<file path="config.mk">
export PLATFORM = sky130hd
export DESIGN_NAME = traffic_lights_multi
export DESIGN_NICKNAME = d
export VERILOG_FILES = /design/src/rtl/traffic_lights_pkg.sv /design/src/rtl/traffic_lights_multi_blink.sv /design/src/rtl/traffic_lights_multi.sv
export SDC_FILE = /design/constraint.sdc
export NUM_CORES = 1
export LEC_CHECK = 0
export CAP_MARGIN = 10
export CELL_PAD_IN_SITES_DETAIL_PLACEMENT = 0
export CELL_PAD_IN_SITES_GLOBAL_PLACEMENT = 2
export CORE_UTILIZATION = 30
export DETAILED_ROUTE_END_ITERATION = 8
export GPL_TIMING_DRIVEN = 0
export PLACE_DENSITY = 0.73
export SLEW_MARGIN = 20
export SYNTH_ARGS = -nofsm -noshare
export SYNTH_HDL_FRONTEND = slang
export SYNTH_SLANG_ARGS = --single-unit
</file>
<file path="constraint.sdc">
create_clock -name clk_i -period 2.5 [get_ports clk_i]
set_input_delay 0.25 -clock clk_i [delete_from_list [all_inputs] [get_ports clk_i]]
set_output_delay 0.25 -clock clk_i [all_outputs]
set_load 0.05 [all_outputs]
</file>
<file path="src/rtl/traffic_lights_pkg.sv">
// Shared types and command codes for the multi-approach traffic light controller.
package traffic_lights_pkg;

    typedef enum logic [2:0] {
        ST_ALL_RED     = 3'd0,
        ST_RED_YEL     = 3'd1,
        ST_GREEN       = 3'd2,
        ST_GREEN_BLINK = 3'd3,
        ST_YELLOW      = 3'd4,
        ST_FREE_BLINK  = 3'd5,
        ST_OFF         = 3'd6
    } tl_state_e;

    localparam logic [2:0] CMD_ON     = 3'd0;
    localparam logic [2:0] CMD_OFF    = 3'd1;
    localparam logic [2:0] CMD_FREE   = 3'd2;
    localparam logic [2:0] CMD_GREEN  = 3'd3;
    localparam logic [2:0] CMD_CLEAR  = 3'd4;
    localparam logic [2:0] CMD_YELLOW = 3'd5;

    // A programmed time of zero would make a state vanish, so it is served as 1 ms.
    function automatic logic [15:0] eff_ms(input logic [15:0] ms);
        return (ms == 16'd0) ? 16'd1 : ms;
    endfunction

endpackage

</file>
<file path="src/rtl/traffic_lights_multi_blink.sv">
// Restartable square-wave generator: phase starts at 1 and toggles every HALF_CYC cycles.
module tl_blink_gen #(
    parameter int HALF_CYC = 4
) (
    input  logic clk_i,
    input  logic srst_i,
    input  logic restart_i,
    output logic phase_o
);

    localparam int W = (HALF_CYC > 1) ? $clog2(HALF_CYC) : 1;
    localparam logic [W-1:0] RELOAD = W'(HALF_CYC - 1);

    logic [W-1:0] cnt_q;
    logic         phase_q;

    // Half-period counter and phase toggle
    always_ff @(posedge clk_i) begin
        if (srst_i || restart_i) begin
            cnt_q   <= RELOAD;
            phase_q <= 1'b1;
        end else if (cnt_q == '0) begin
            cnt_q   <= RELOAD;
            phase_q <= ~phase_q;
        end else begin
            cnt_q   <= cnt_q - W'(1);
            phase_q <= phase_q;
        end
    end

    assign phase_o = phase_q;

endmodule

</file>
<file path="src/rtl/traffic_lights_multi.sv">
// Multi-approach traffic light controller: one approach served at a time,
// programmable green/yellow/clear times, free-blink and off modes.
module traffic_lights_multi
    import traffic_lights_pkg::*;
#(
    parameter int N_DIR          = 2,
    parameter int CLK_PER_MS     = 2,
    parameter int BLINK_HALF_MS  = 50,
    parameter int RED_YEL_MS     = 50,
    parameter int GREEN_BLINK_MS = 5,
    parameter int DEF_GREEN_MS   = 10,
    parameter int DEF_YELLOW_MS  = 5,
    parameter int DEF_CLEAR_MS   = 10
) (
    input  logic                       clk_i,
    input  logic                       srst_i,
    input  logic [2:0]                 cmd_type_i,
    input  logic                       cmd_valid_i,
    input  logic [15:0]                cmd_data_i,
    output logic [N_DIR-1:0]           red_o,
    output logic [N_DIR-1:0]           yellow_o,
    output logic [N_DIR-1:0]           green_o,
    output logic [$clog2(N_DIR)-1:0]   active_dir_o
);

    localparam int DIR_W = $clog2(N_DIR);
    localparam int CNT_W = 16 + $clog2(CLK_PER_MS + 1);

    function automatic logic [CNT_W-1:0] load_val(input logic [15:0] ms);
        return CNT_W'(eff_ms(ms)) * CNT_W'(CLK_PER_MS) - CNT_W'(1);
    endfunction

    tl_state_e        state_q, state_d;
    logic [CNT_W-1:0] cnt_q, cnt_d;
    logic [DIR_W-1:0] dir_q, dir_d;
    logic [15:0]      green_ms_q, yellow_ms_q, clear_ms_q;
    logic             blink_s;
    logic             blink_restart_s;
    logic [N_DIR-1:0] sel_s;

    // State, phase counter and served approach
    always_ff @(posedge clk_i) begin
        if (srst_i) begin
            state_q <= ST_ALL_RED;
            cnt_q   <= load_val(16'(DEF_CLEAR_MS));
            dir_q   <= '0;
        end else begin
            state_q <= state_d;
            cnt_q   <= cnt_d;
            dir_q   <= dir_d;
        end
    end

    // Programmable times; only sampled at state entry, so the running phase is unaffected
    always_ff @(posedge clk_i) begin
        if (srst_i) begin
            green_ms_q  <= 16'(DEF_GREEN_MS);
            yellow_ms_q <= 16'(DEF_YELLOW_MS);
            clear_ms_q  <= 16'(DEF_CLEAR_MS);
        end else if (cmd_valid_i) begin
            case (cmd_type_i)
                CMD_GREEN:  green_ms_q  <= cmd_data_i;
                CMD_CLEAR:  clear_ms_q  <= cmd_data_i;
                CMD_YELLOW: yellow_ms_q <= cmd_data_i;
                default:    green_ms_q  <= green_ms_q;
            endcase
        end
    end

    // Next-state: mode commands take priority over the timed normal cycle
    always_comb begin
        state_d = state_q;
        cnt_d   = cnt_q;
        dir_d   = dir_q;
        if (cmd_valid_i && cmd_type_i == CMD_OFF) begin
            state_d = ST_OFF;
        end else if (cmd_valid_i && cmd_type_i == CMD_FREE) begin
            state_d = ST_FREE_BLINK;
        end else if (cmd_valid_i && cmd_type_i == CMD_ON &&
                     (state_q == ST_OFF || state_q == ST_FREE_BLINK)) begin
            state_d = ST_ALL_RED;
            cnt_d   = load_val(clear_ms_q);
        end else if (state_q == ST_OFF || state_q == ST_FREE_BLINK) begin
            state_d = state_q;
        end else if (cnt_q != '0) begin
            cnt_d = cnt_q - CNT_W'(1);
        end else begin
            case (state_q)
                ST_ALL_RED: begin
                    state_d = ST_RED_YEL;
                    dir_d   = (dir_q == DIR_W'(N_DIR - 1)) ? '0 : dir_q + DIR_W'(1);
                    cnt_d   = load_val(16'(RED_YEL_MS));
                end
                ST_RED_YEL: begin
                    state_d = ST_GREEN;
                    cnt_d   = load_val(green_ms_q);
                end
                ST_GREEN: begin
                    state_d = ST_GREEN_BLINK;
                    cnt_d   = load_val(16'(GREEN_BLINK_MS));
                end
                ST_GREEN_BLINK: begin
                    state_d = ST_YELLOW;
                    cnt_d   = load_val(yellow_ms_q);
                end
                ST_YELLOW: begin
                    state_d = ST_ALL_RED;
                    cnt_d   = load_val(clear_ms_q);
                end
                default: begin
                    state_d = ST_ALL_RED;
                    cnt_d   = load_val(clear_ms_q);
                end
            endcase
        end
    end

    assign blink_restart_s = (state_d != state_q) &&
                             (state_d == ST_GREEN_BLINK || state_d == ST_FREE_BLINK);

    tl_blink_gen #(
        .HALF_CYC (BLINK_HALF_MS * CLK_PER_MS)
    ) u_blink (
        .clk_i     (clk_i),
        .srst_i    (srst_i),
        .restart_i (blink_restart_s),
        .phase_o   (blink_s)
    );

    assign sel_s        = N_DIR'(1) << dir_q;
    assign active_dir_o = dir_q;

    // Lamp decode from registered state, approach and blink phase
    always_comb begin
        red_o    = '0;
        yellow_o = '0;
        green_o  = '0;
        case (state_q)
            ST_ALL_RED:     red_o = '1;
            ST_RED_YEL: begin
                red_o    = '1;
                yellow_o = sel_s;
            end
            ST_GREEN: begin
                red_o   = ~sel_s;
                green_o = sel_s;
            end
            ST_GREEN_BLINK: begin
                red_o   = ~sel_s;
                green_o = sel_s & {N_DIR{blink_s}};
            end
            ST_YELLOW: begin
                red_o    = ~sel_s;
                yellow_o = sel_s;
            end
            ST_FREE_BLINK:  yellow_o = {N_DIR{blink_s}};
            ST_OFF:         red_o = '0;
            default:        red_o = '1;
        endcase
    end

endmodule

</file>
Word level (Yosys, flattened, before mapping)
Index checks and enable logic that the tools add are counted.
{"block": "word_totals", "mem_bits_ro": 0, "ff_bits": 78, "output_inout_bits": 7, "inputBits": 22, "memories": 0, "latchBits": 0, "word_cells": 79, "ram_bits": 0}
{"block": "op_classes", "addsub": 6, "bitwise_logic": 8, "mul": 0, "shifts": 1, "eq_ne": 15, "n_div": 0, "reduce_logical": 24, "muxes": 17, "n_lt_le_gt_ge": 0}
{"operator": "18-bit one-hot mux with 4 select lines", "count": 1}
{"operator": "18-bit two-way mux", "count": 3}
{"operator": "17-bit by 1-bit subtractor with 18-bit output, second input constant", "count": 3}
{"operator": "16-bit logical NOT", "count": 3}
{"operator": "16-bit two-way mux", "count": 3}
{"operator": "3-bit equality test, second input constant", "count": 6}
{"operator": "18-bit nonzero test", "count": 1}
{"operator": "18-bit by 1-bit subtractor with 18-bit output, second input constant", "count": 1}
{"operator": "3-bit by 2-bit equality test with 1-bit output, second input constant", "count": 5}
{"operator": "3-bit two-way mux", "count": 5}
{"operator": "2-bit one-hot mux with 2 select lines", "count": 3}
{"operator": "3-bit one-hot mux with 4 select lines", "count": 1}
{"operator": "7-bit logical NOT", "count": 1}
{"operator": "7-bit by 1-bit subtractor with 7-bit output, second input constant", "count": 1}
{"operator": "3-bit by 1-bit equality test with 1-bit output, second input constant", "count": 2}
{"operator": "3-bit logical NOT", "count": 2}
{"operator": "1-bit NOT", "count": 6}
{"operator": "2-bit AND reduction", "count": 3}
{"operator": "6-bit AND reduction", "count": 1}
{"operator": "2-bit OR reduction", "count": 3}
{"operator": "1-bit logical AND", "count": 5}
{"operator": "1-bit logical OR", "count": 3}
{"operator": "3-bit inequality test", "count": 1}
{"operator": "3-bit AND reduction", "count": 1}
{"operator": "7 further kinds", "count": 7}

Longest topological paths before layout
Gate-level depths: netlist (run 1).
{"block": "logic_depth", "depth_word": 12, "ltp_mapped": 11, "depth_no_buf": 10}

Cells and area by module
A second synthesis (run 1) with hierarchy kept.
{"block": "hier_totals", "hier_cells": 675, "hier_area_um2": 4978.5}
{"mod": "traffic_lights_multi", "cells_each": 639, "instances": 1, "seq_area_each_um2": 1401.3, "area_per_inst_um2": 4625.7}
{"mod": "tl_blink_gen", "cells_each": 36, "instances": 1, "seq_area_each_um2": 160.2, "area_per_inst_um2": 352.8}

Worst setup path after synthesis (run 1)
Ideal clock, no wire load.
{"block": "synth_path", "path_kind": "reg-to-reg", "start": "register green_ms_q[2]", "end": "register cnt_q[5]", "required_time_ns": 2.383, "path_buffers": 0, "setup_slack_ns": -0.022, "setup_ns": 0.117, "stages_incl_launch_ff": 11, "period_less_slack_ns": 2.522, "arrival_time_ns": 2.405, "path_cell_list": "dfxtp_1 > or4_1 > nor3_1 > a31oi_1 > ha_1 > nor3b_1 > xnor2_1 > a21oi_1 > a211oi_1 > o21ai_0 > a32o_1"}
{"block": "synth_via", "elab_chain_len": 7}
{"element": "start: declaration", "line": "traffic_lights_multi.sv:36", "rtl": "logic [15:0] green_ms_q, yellow_ms_q, clear_ms_q;"}
{"element": "start signal: assignment", "line": "traffic_lights_multi.sv:57", "rtl": "green_ms_q <= 16'(DEF_GREEN_MS);"}
{"element": "start signal: assignment", "line": "traffic_lights_multi.sv:62", "rtl": "CMD_GREEN: green_ms_q <= cmd_data_i;"}
{"element": "start signal: assignment", "line": "traffic_lights_multi.sv:65", "rtl": "default: green_ms_q <= green_ms_q;"}
{"element": "16-bit logical NOT", "line": "traffic_lights_pkg.sv:23", "rtl": "return (ms == 16'd0) ? 16'd1 : ms;"}
{"element": "16-bit two-way mux *", "line": "traffic_lights_pkg.sv:23"}
{"element": "17-bit by 1-bit subtractor with 18-bit output *", "line": "traffic_lights_multi.sv:30", "rtl": "return CNT_W'(eff_ms(ms)) * CNT_W'(CLK_PER_MS) - CNT_W'(1);"}
{"element": "18-bit one-hot mux with 4 select lines *", "line": "traffic_lights_multi.sv:88", "rtl": "case (state_q)"}
{"element": "18-bit two-way mux *", "line": "traffic_lights_multi.sv:85", "rtl": "end else if (cnt_q != '0) begin"}
{"element": "18-bit two-way mux *", "line": "traffic_lights_multi.sv:83", "rtl": "end else if (state_q == ST_OFF || state_q == ST_FREE_BLINK) begin"}
{"element": "18-bit two-way mux *", "line": "traffic_lights_multi.sv:79", "rtl": "end else if (cmd_valid_i && cmd_type_i == CMD_ON &&"}
{"element": "end signal: assignment", "line": "traffic_lights_multi.sv:45", "rtl": "cnt_q <= load_val(16'(DEF_CLEAR_MS));"}
{"element": "end signal: assignment", "line": "traffic_lights_multi.sv:49", "rtl": "cnt_q <= cnt_d;"}
{"element": "end: declaration", "line": "traffic_lights_multi.sv:34", "rtl": "logic [CNT_W-1:0] cnt_q, cnt_d;"}
Mark *: on every way between the ends. The rest lies on a longest branch, timed or not. The select of a mux whose other input is x is not followed.
A chain may end at the register's enable or synchronous reset.

Worst setup path after layout (run 1)
{"block": "layout_path", "start": "register green_ms_q[3]", "end": "register cnt_q[5]"}
The elaborated chain is that of the path after synthesis.

==> flow_metrics.py, run 1 <==
metrics = {
    "timing": {
        "period_share_pct": 104,
        "relSlewSlack_pct": 40.9,
        "setup_tns_ns": -0.0920,
        "clock_skew_ns": 0.0132,
        "max_freq_ghz": 0.386,
        "fin_ws_ns": -0.0920,
        "slew_viol_final": 0,
        "hold_viol": 0,
        "layout_min_cycle_time_ns": 2.59,
        "rsz0062_at_grt": "true",
        "finalSetupViolCount": 1,
        "max_slew.worst_pin.slew_ns": 0.887,
    },
    "critical_path": {
        "required_ns": 2.75,
        "r2r_cells": 10,
        "critPathMaxFanout": 4,
        "regToRegStartpoint": "green_ms_q[3]$_SDFFE_PP1P_",
        "crit_path_top_delay_cell": "or4_4",
        "crit_chain": "or4_4 > nor3_4 > a31oi_2 > ha_2 > nor3b_1 > xnor2_1 > a21oi_1 > a211oi_2 > o21ai_1 > a32o_1",
        "cp-start-kind": "register",
        "max_stage_delay_ns": 0.55,
        "timing.rr.end": "cnt_q[5]$_SDFFE_PP0P_",
        "arrival_ns": 2.84,
        "critPathKind": "register to register",
        "rrSetupSlack_ns": -0.09,
        "worstSetupEndpointType": "register",
    },
    "clock_tree": {
        "cts_buffer_depth": 2,
        "cts_sinks": 78,
        "cts_root_buf": "clkbuf_16",
        "numCtsBuffers": 9,
        "insertion_delay_ns": 0.35,
        "postCtsHoldBufs": 0,
        "cts_htree_levels": 3,
        "cts_tree": "built",
        "path_clk_slew_ns": 0.07,
    },
    "hold_path": {
        "min_to": "state_q[0]$_SDFF_PP0_",
        "holdPathStages": 3,
        "hp-class": "input port to register",
        "min_from": "cmd_type_i[1]",
    },
    "route": {
        "route.detailed.drc": 0,
        "drt-pass1-iter-count": 7,
        "wl_per_cell_um": 19.7,
        "wirelength_mm": 19.1,
        "via_count": 5400,
        "ant_nets": 0,
        "dr.first_iter.drc_count": 377,
        "viasPerCell": 5.57,
    },
    "grt": {
        "antenna_found_initial": 0,
        "grt_pass1_wl_mm": 29.2,
        "overflow": 0,
        "grt_usage_pct": 22.2,
        "grt_pass1_vias": 5112,
        "grt_max_degree": 15,
    },
    "pwr": {
        "seq_power_share_pct": 39.3,
        "p_int_uw": 2470,
        "p_leak_uw": 0.00222,
        "power_switching_uw": 1160,
        "pwr_density_cell_nw_per_um2": 570,
        "p_clk_share_pct": 39.4,
        "max-vdd-ir-drop_mv": 0.437,
        "p_sw_share_pct": 31.9,
        "combPwrFrac_pct": 21.3,
    },
    "synthesis": {
        "ys_seq_elements": 78,
        "synth_cell_types": 71,
        "yosys.area_share.simple_pct": 31.6,
        "syn_area_per_cell_um2": 7.26,
        "synthFlopType": "dfxtp_1",
        "synth_mux_area_share_pct": 1.27,
        "synthXorXnorAreaFrac_pct": 7.15,
        "synth_top_family_by_area": "simple AND/OR/NAND/NOR gates",
        "synth-edff-count": 0,
        "syn_area_um2": 5020,
        "async_flop_share_pct": 0,
        "synth-compound-area-share_pct": 23.8,
        "synthAdderAreaFrac_pct": 1.25,
        "syn_nets": 719,
        "synthCells": 692,
        "synth-seq-area-share_pct": 31.1,
        "ys_warn_count": 0,
    },
    "placed_design": {
        "place_ws_ns": -0.691,
        "dp_hpwl_mm": 14.6,
        "io_buffers": 26,
        "dpl.cell_count": 934,
        "gp_congestion": 0.869,
    },
    "job": {
        "drv_cap": 0,
    },
    "layout": {
        "final_cell_mix": "nand2_1 (138), a21oi_1 (72), dfxtp_1 (58), nor2_1 (47), nor3_1 (33)",
        "final_common_cell": "nand2_1",
        "diodes": 0,
        "stdcell_count": 970,
        "syn_to_final_growth_pct": 26.8,
        "drive_above_1_share_pct": 17.6,
        "nNetsFinal": 776,
    },
    "outcome": {
        "violations": "setup timing",
        "status": "finished, violations left",
    },
    "die": {
        "dieArea_um2": 17300,
        "initial_core_util_pct": 31.2,
        "die_x_um": 131,
        "die_y_um": 131,
        "row_count": 46,
        "design.portCount": 29,
        "coreArea_um2": 16100,
    },
}
-- power groups by stage --
stage	sequential [uW]	clock, uW	combinational, uW
after detailed placement	1450	0	722
final	1430	1430	775
after global routing	1440	1490	857
after global placement	1450	0	713
after CTS	1430	1460	750
after floorplan	1420	0	503
-- repair_timing --
| action | in CTS | in global routing |
|---|---|---|
| pin swaps | 15 | 21 |
| endpoints found under the setup margin | 36 | 30 |
| gates resized for setup | 68 | 53 |
| cloned | 0 | 0 |
| setup buffers | 18 | 3 |
| hold endpoints to repair | 0 | 0 |
-- synthesized netlist by cell type, types with 7 or more instances --
master,n,area [um2]
o21ai_0,25,125
clkbuf_1,30,113
a21oi_1,75,375
inv_1,12,45.0
nand2b_1,7,43.8
nand3_1,26,130
xor2_1,21,184
nor4_1,12,75.1
nor3_1,35,175
or3_1,8,50.1
nor2_1,47,176
nand2_1,139,522
a211oi_1,7,52.6
nor3b_1,7,52.6
nand3b_1,7,52.6
a31oi_1,7,43.8
xnor2_1,20,175
dfxtp_1,78,1560
-- stage by stage --
stage | util [%] | hold slack, ns | power, uW | instance area [um2]
floorplan | - | 0.374 | 1930 | 5030
global placement | 34.5 | 0.474 | 2160 | 5560
detailed placement | 34.6 | 0.480 | 2170 | 5570
CTS | 38.6 | 0.417 | 3640 | 6210
global route | 39.5 | 0.475 | 3790 | 6370
finish | 39.5 | 0.431 | 3630 | 6370
-- worst max path at each step --
stage                               start                     end  cells after the start
2_1_floorplan  clear_ms_q[0]$_SDFFE_PP0P_  cnt_q[15]$_SDFFE_PP0P_                     10
3_3_place_gp        cnt_q[0]$_SDFFE_PP1P_   cnt_q[6]$_SDFFE_PP0P_                      8
3_5_place_dp        cnt_q[0]$_SDFFE_PP1P_   cnt_q[6]$_SDFFE_PP0P_                      8
4_1_cts        green_ms_q[3]$_SDFFE_PP1P_   cnt_q[5]$_SDFFE_PP0P_                     10
5_1_grt        green_ms_q[3]$_SDFFE_PP1P_   cnt_q[5]$_SDFFE_PP0P_                     10
6_report       green_ms_q[3]$_SDFFE_PP1P_   cnt_q[5]$_SDFFE_PP0P_                     10
-- cell families (layout without fill, tap and decap cells) --
group | Yosys count | count (layout)
compound gates | 184 | 184
xor+xnor | 41 | 41
fa+ha+maj | 5 | 5
buf+inv | 49 | 111
flops | 78 | 78
mux | 6 | 6
simple gates | 329 | 329
-- area by class of cell --
| class | instances | area [um2] |
|---|---|---|
| repair buffers | 47 | 405 |
| clock inverters | 5 | 63.8 |
| well taps | 216 | 270 |
| inverters | 13 | 48.8 |
| multi-input cells | 565 | 3550 |
| clock buffers | 11 | 253 |
| plain buffers | 35 | 174 |
| fillers | 1751 | 9750 |
| flip-flops and latches | 78 | 1600 |
-- flip-flops by register name, indices dropped and copies added (netlist names) --
| name | cells |
|---|---|
| active_dir_o | 1 |
| clear_ms_q | 16 |
| cnt_q | 18 |
| green_ms_q | 16 |
| state_q | 3 |
| u_blink.cnt_q | 7 |
| u_blink.phase_o | 1 |
| yellow_ms_q | 16 |
-- worst max-delay path, delay by kind of cell, from the launching register on --
family          cells  cell delay, ns
fa+ha+maj           1            0.22
xor+xnor            1            0.20
flops               1            0.34
compound gates      5            0.87
simple gates        3            0.87
-- per-layer routing --
layer  GRT usage, %  part of all wire (%)
met4           7.36                   2.3
met3           3.70                   5.0
met5              0                     0
met2           36.9                    47
met1           29.1                    46
No activity file was read; power rests on OpenSTA's default activity.
==> run 2, diff against run 1 <==
--- a/config.mk
+++ b/config.mk
@@ -5,6 +5,7 @@
 export SDC_FILE = /design/constraint.sdc
 export NUM_CORES = 1
 export LEC_CHECK = 0
+export ABC_CLOCK_PERIOD_IN_PS = 2500
 export CAP_MARGIN = 10
 export CELL_PAD_IN_SITES_DETAIL_PLACEMENT = 0
 export CELL_PAD_IN_SITES_GLOBAL_PLACEMENT = 2
@@ -15,4 +16,5 @@
 export SLEW_MARGIN = 20
 export SYNTH_ARGS = -nofsm -noshare
 export SYNTH_HDL_FRONTEND = slang
+export SYNTH_HIERARCHICAL = 1
 export SYNTH_SLANG_ARGS = --single-unit
==> flow_metrics.py, run 2 <==
metrics = {
    "outcome": {
        "status": "finished, violations left",
        "violations": "setup timing",
    },
    "die": {
        "dieArea_um2": 17100,
        "die_y_um": 131,
        "initial_core_util_pct": 31.0,
        "design.portCount": 29,
        "row_count": 46,
        "die_x_um": 131,
        "coreArea_um2": 16100,
    },
    "pwr": {
        "max-vdd-ir-drop_mv": 0.285,
        "pwr_density_cell_nw_per_um2": 487,
        "p_leak_uw": 0.00229,
    },
    "critical_path": {
        "cp-start-kind": "register",
        "arrival_ns": 3.12,
        "worstSetupEndpointType": "register",
        "critPathMaxFanout": 6,
        "required_ns": 2.80,
        "critPathKind": "register to register",
    },
    "synthesis": {
        "synth_most_common_cell": "nand2_1",
        "synthCells": 675,
        "synth_area_leader_cell": "dfxtp_1",
        "synth_top_area_share_pct": 31.4,
        "synth_cell_types": 65,
        "ys_seq_elements": 78,
        "ys_warn_count": 6,
        "syn_area_um2": 4980,
        "synthFlopType": "dfxtp_1",
        "synthTopCellsByCount": "nand2_1 (135), dfxtp_1 (78), a21oi_1 (71), nor2_1 (49), clkbuf_1 (33)",
        "syn_nets": 704,
        "synth-seq-area-share_pct": 31.4,
        "synthTopCellsByArea": "dfxtp_1 (31%), nand2_1 (10%), a21oi_1 (7.1%)",
        "synth-edff-count": 0,
        "async_flop_share_pct": 0,
        "syn_area_per_cell_um2": 7.38,
    },
    "timing": {
        "max_freq_ghz": 0.355,
        "period_share_pct": 113,
        "rsz0062_at_grt": "true",
        "layout_min_cycle_time_ns": 2.82,
        "finalSetupViolCount": 12,
        "clock_skew_ns": 0.00760,
        "max_slew.worst_pin.slew_ns": 0.738,
        "slew_viol_final": 0,
        "setup_tns_ns": -2.01,
        "whs_ns": 0.401,
        "fin_ws_ns": -0.320,
        "relSlewSlack_pct": 50.8,
        "hold_viol": 0,
    },
    "route": {
        "ant_nets": 0,
        "wl_per_cell_um": 19.1,
        "viasPerCell": 5.44,
        "route.detailed.drc": 0,
        "drt-pass1-iter-count": 5,
        "dr.first_iter.drc_count": 399,
        "wirelength_mm": 18.5,
        "via_count": 5264,
    },
    "layout": {
        "final_cell_area_um2": 6680,
        "diodes": 0,
        "largest_reg_flops": 18,
        "final_cell_mix": "nand2_1 (134), a21oi_1 (62), nor2_1 (46), dfxtp_1 (45), buf_4 (35)",
        "syn_to_final_growth_pct": 34.2,
        "final_common_cell": "nand2_1",
        "drive_above_1_share_pct": 24.7,
        "nNetsFinal": 776,
        "fill_cells": 1646,
        "regMostFlops": "cnt_q",
    },
    "clock_tree": {
        "numCtsBuffers": 9,
        "postCtsHoldBufs": 0,
        "cts_sinks": 78,
        "cts_root_buf": "clkbuf_16",
        "cts_buffer_depth": 2,
        "cts_tree": "built",
        "path_clk_slew_ns": 0.07,
        "insertion_delay_ns": 0.35,
        "cts_htree_levels": 3,
    },
    "placed_design": {
        "placed_area_um2": 5570,
        "dp_hpwl_mm": 13.9,
        "gp_congestion": 0.877,
        "io_buffers": 27,
    },
    "grt": {
        "grt_max_degree": 15,
        "overflow": 0,
        "grt_pass1_wl_mm": 28.6,
        "grt_pass1_vias": 5032,
        "antenna_found_initial": 0,
        "grt_usage_pct": 22.7,
    },
    "hold_path": {
        "hp-class": "register to register",
    },
    "job": {
        "drv_cap": 0,
    },
}
[run 2: cell count changes in the layout (fill, tap and decap cells not counted), moves of 6 or more]
cell,previous run,this run
dfxtp_1,58,45
inv_1,12,18
a21oi_2,3,9
mux2i_1,3,11
o21ai_0,24,16
nor3_1,33,17
buf_4,22,35
a21oi_1,72,62
dfxtp_2,13,21
[run 2: path summary, 6_finish.rpt]
check / depth (start not counted) / from / end / slack [ns]
min reg2reg: 1 / u_blink/cnt_q[0]$_SDFF_PP1_ / u_blink/cnt_q[0]$_SDFF_PP1_ / 0.40
max reg2reg: 10 / cnt_q[15]$_SDFFE_PP0P_ / u_blink/cnt_q[2]$_SDFF_PP0_ / -0.32
max: 10 / cnt_q[15]$_SDFFE_PP0P_ / u_blink/cnt_q[2]$_SDFF_PP0_ / -0.32
min: 1 / u_blink/cnt_q[0]$_SDFF_PP1_ / u_blink/cnt_q[0]$_SDFF_PP1_ / 0.40
[run 2: critical path: stages (launching register included)]
cell	delay [ns]
dfxtp_1	0.36
nor4_4	0.42
and4b_1	0.27
buf_6	0.13
a311oi_2	0.12
o31a_1	0.33
or4_1	0.41
nor4bb_4	0.17
nor2_2	0.14
a21boi_4	0.26
and2_4	0.17
[run 2: metrics by stage]
step	cells	worst slack [ns]	util, %	total power [uW]
3_5_place_dp	918	-0.994	34.7	1900
2_1_floorplan	675	-0.149	-	1720
4_1_cts	953	-0.276	39.4	3220
5_1_grt	968	-0.411	41.6	3400
6_report	968	-0.320	41.6	3250
3_3_place_gp	918	-0.933	34.7	1900
[run 2: metal layers]
| metal | part of all wire, % | track usage (%) |
|---|---|---|
| met1 | 46 | 30.1 |
| met2 | 45 | 36.3 |
| met3 | 4.8 | 3.62 |
| met4 | 3.6 | 10.2 |
| met5 | 0 | 0 |
[run 2: report_power, final]
| part | total [uW] | switching [uW] | internal (uW) |
|---|---|---|---|
| clock | 1250 | 579 | 674 |
| combinational | 630 | 360 | 270 |
| sequential | 1370 | 80.7 | 1290 |
| total | 3250 | 1020 | 2230 |
[run 2: what timing repair did]
action                     4_1_cts  5_1_grt
gates resized for setup        102       60
setup endpoints to repair       33       29
pin swaps                       33       31
setup buffers                   20       17
[run 2: final cells by class]
type | count | area (um2) | area share, %
clock inverter | 7 | 50.0 | 0.749
multi-input combinational | 544 | 3720 | 55.8
clock buffer | 9 | 225 | 3.37
timing repair buffer | 64 | 556 | 8.32
inverter | 19 | 71.3 | 1.07
sequential | 78 | 1630 | 24.4
buffer | 31 | 150 | 2.25
tap | 216 | 270 | 4.05
[run 2: kinds of logic after synthesis]
kind of cell / count (synthesis) / synth area share (%)
AOI/OAI and AO/OA: 165 / 21.2
muxes: 13 / 2.64
and+or+nand+nor: 319 / 32.0
adders and majority gates: 7 / 1.76
xor gates and xnor gates: 40 / 7.04
buffers and inverters: 53 / 4.02
DFF: 78 / 31.4
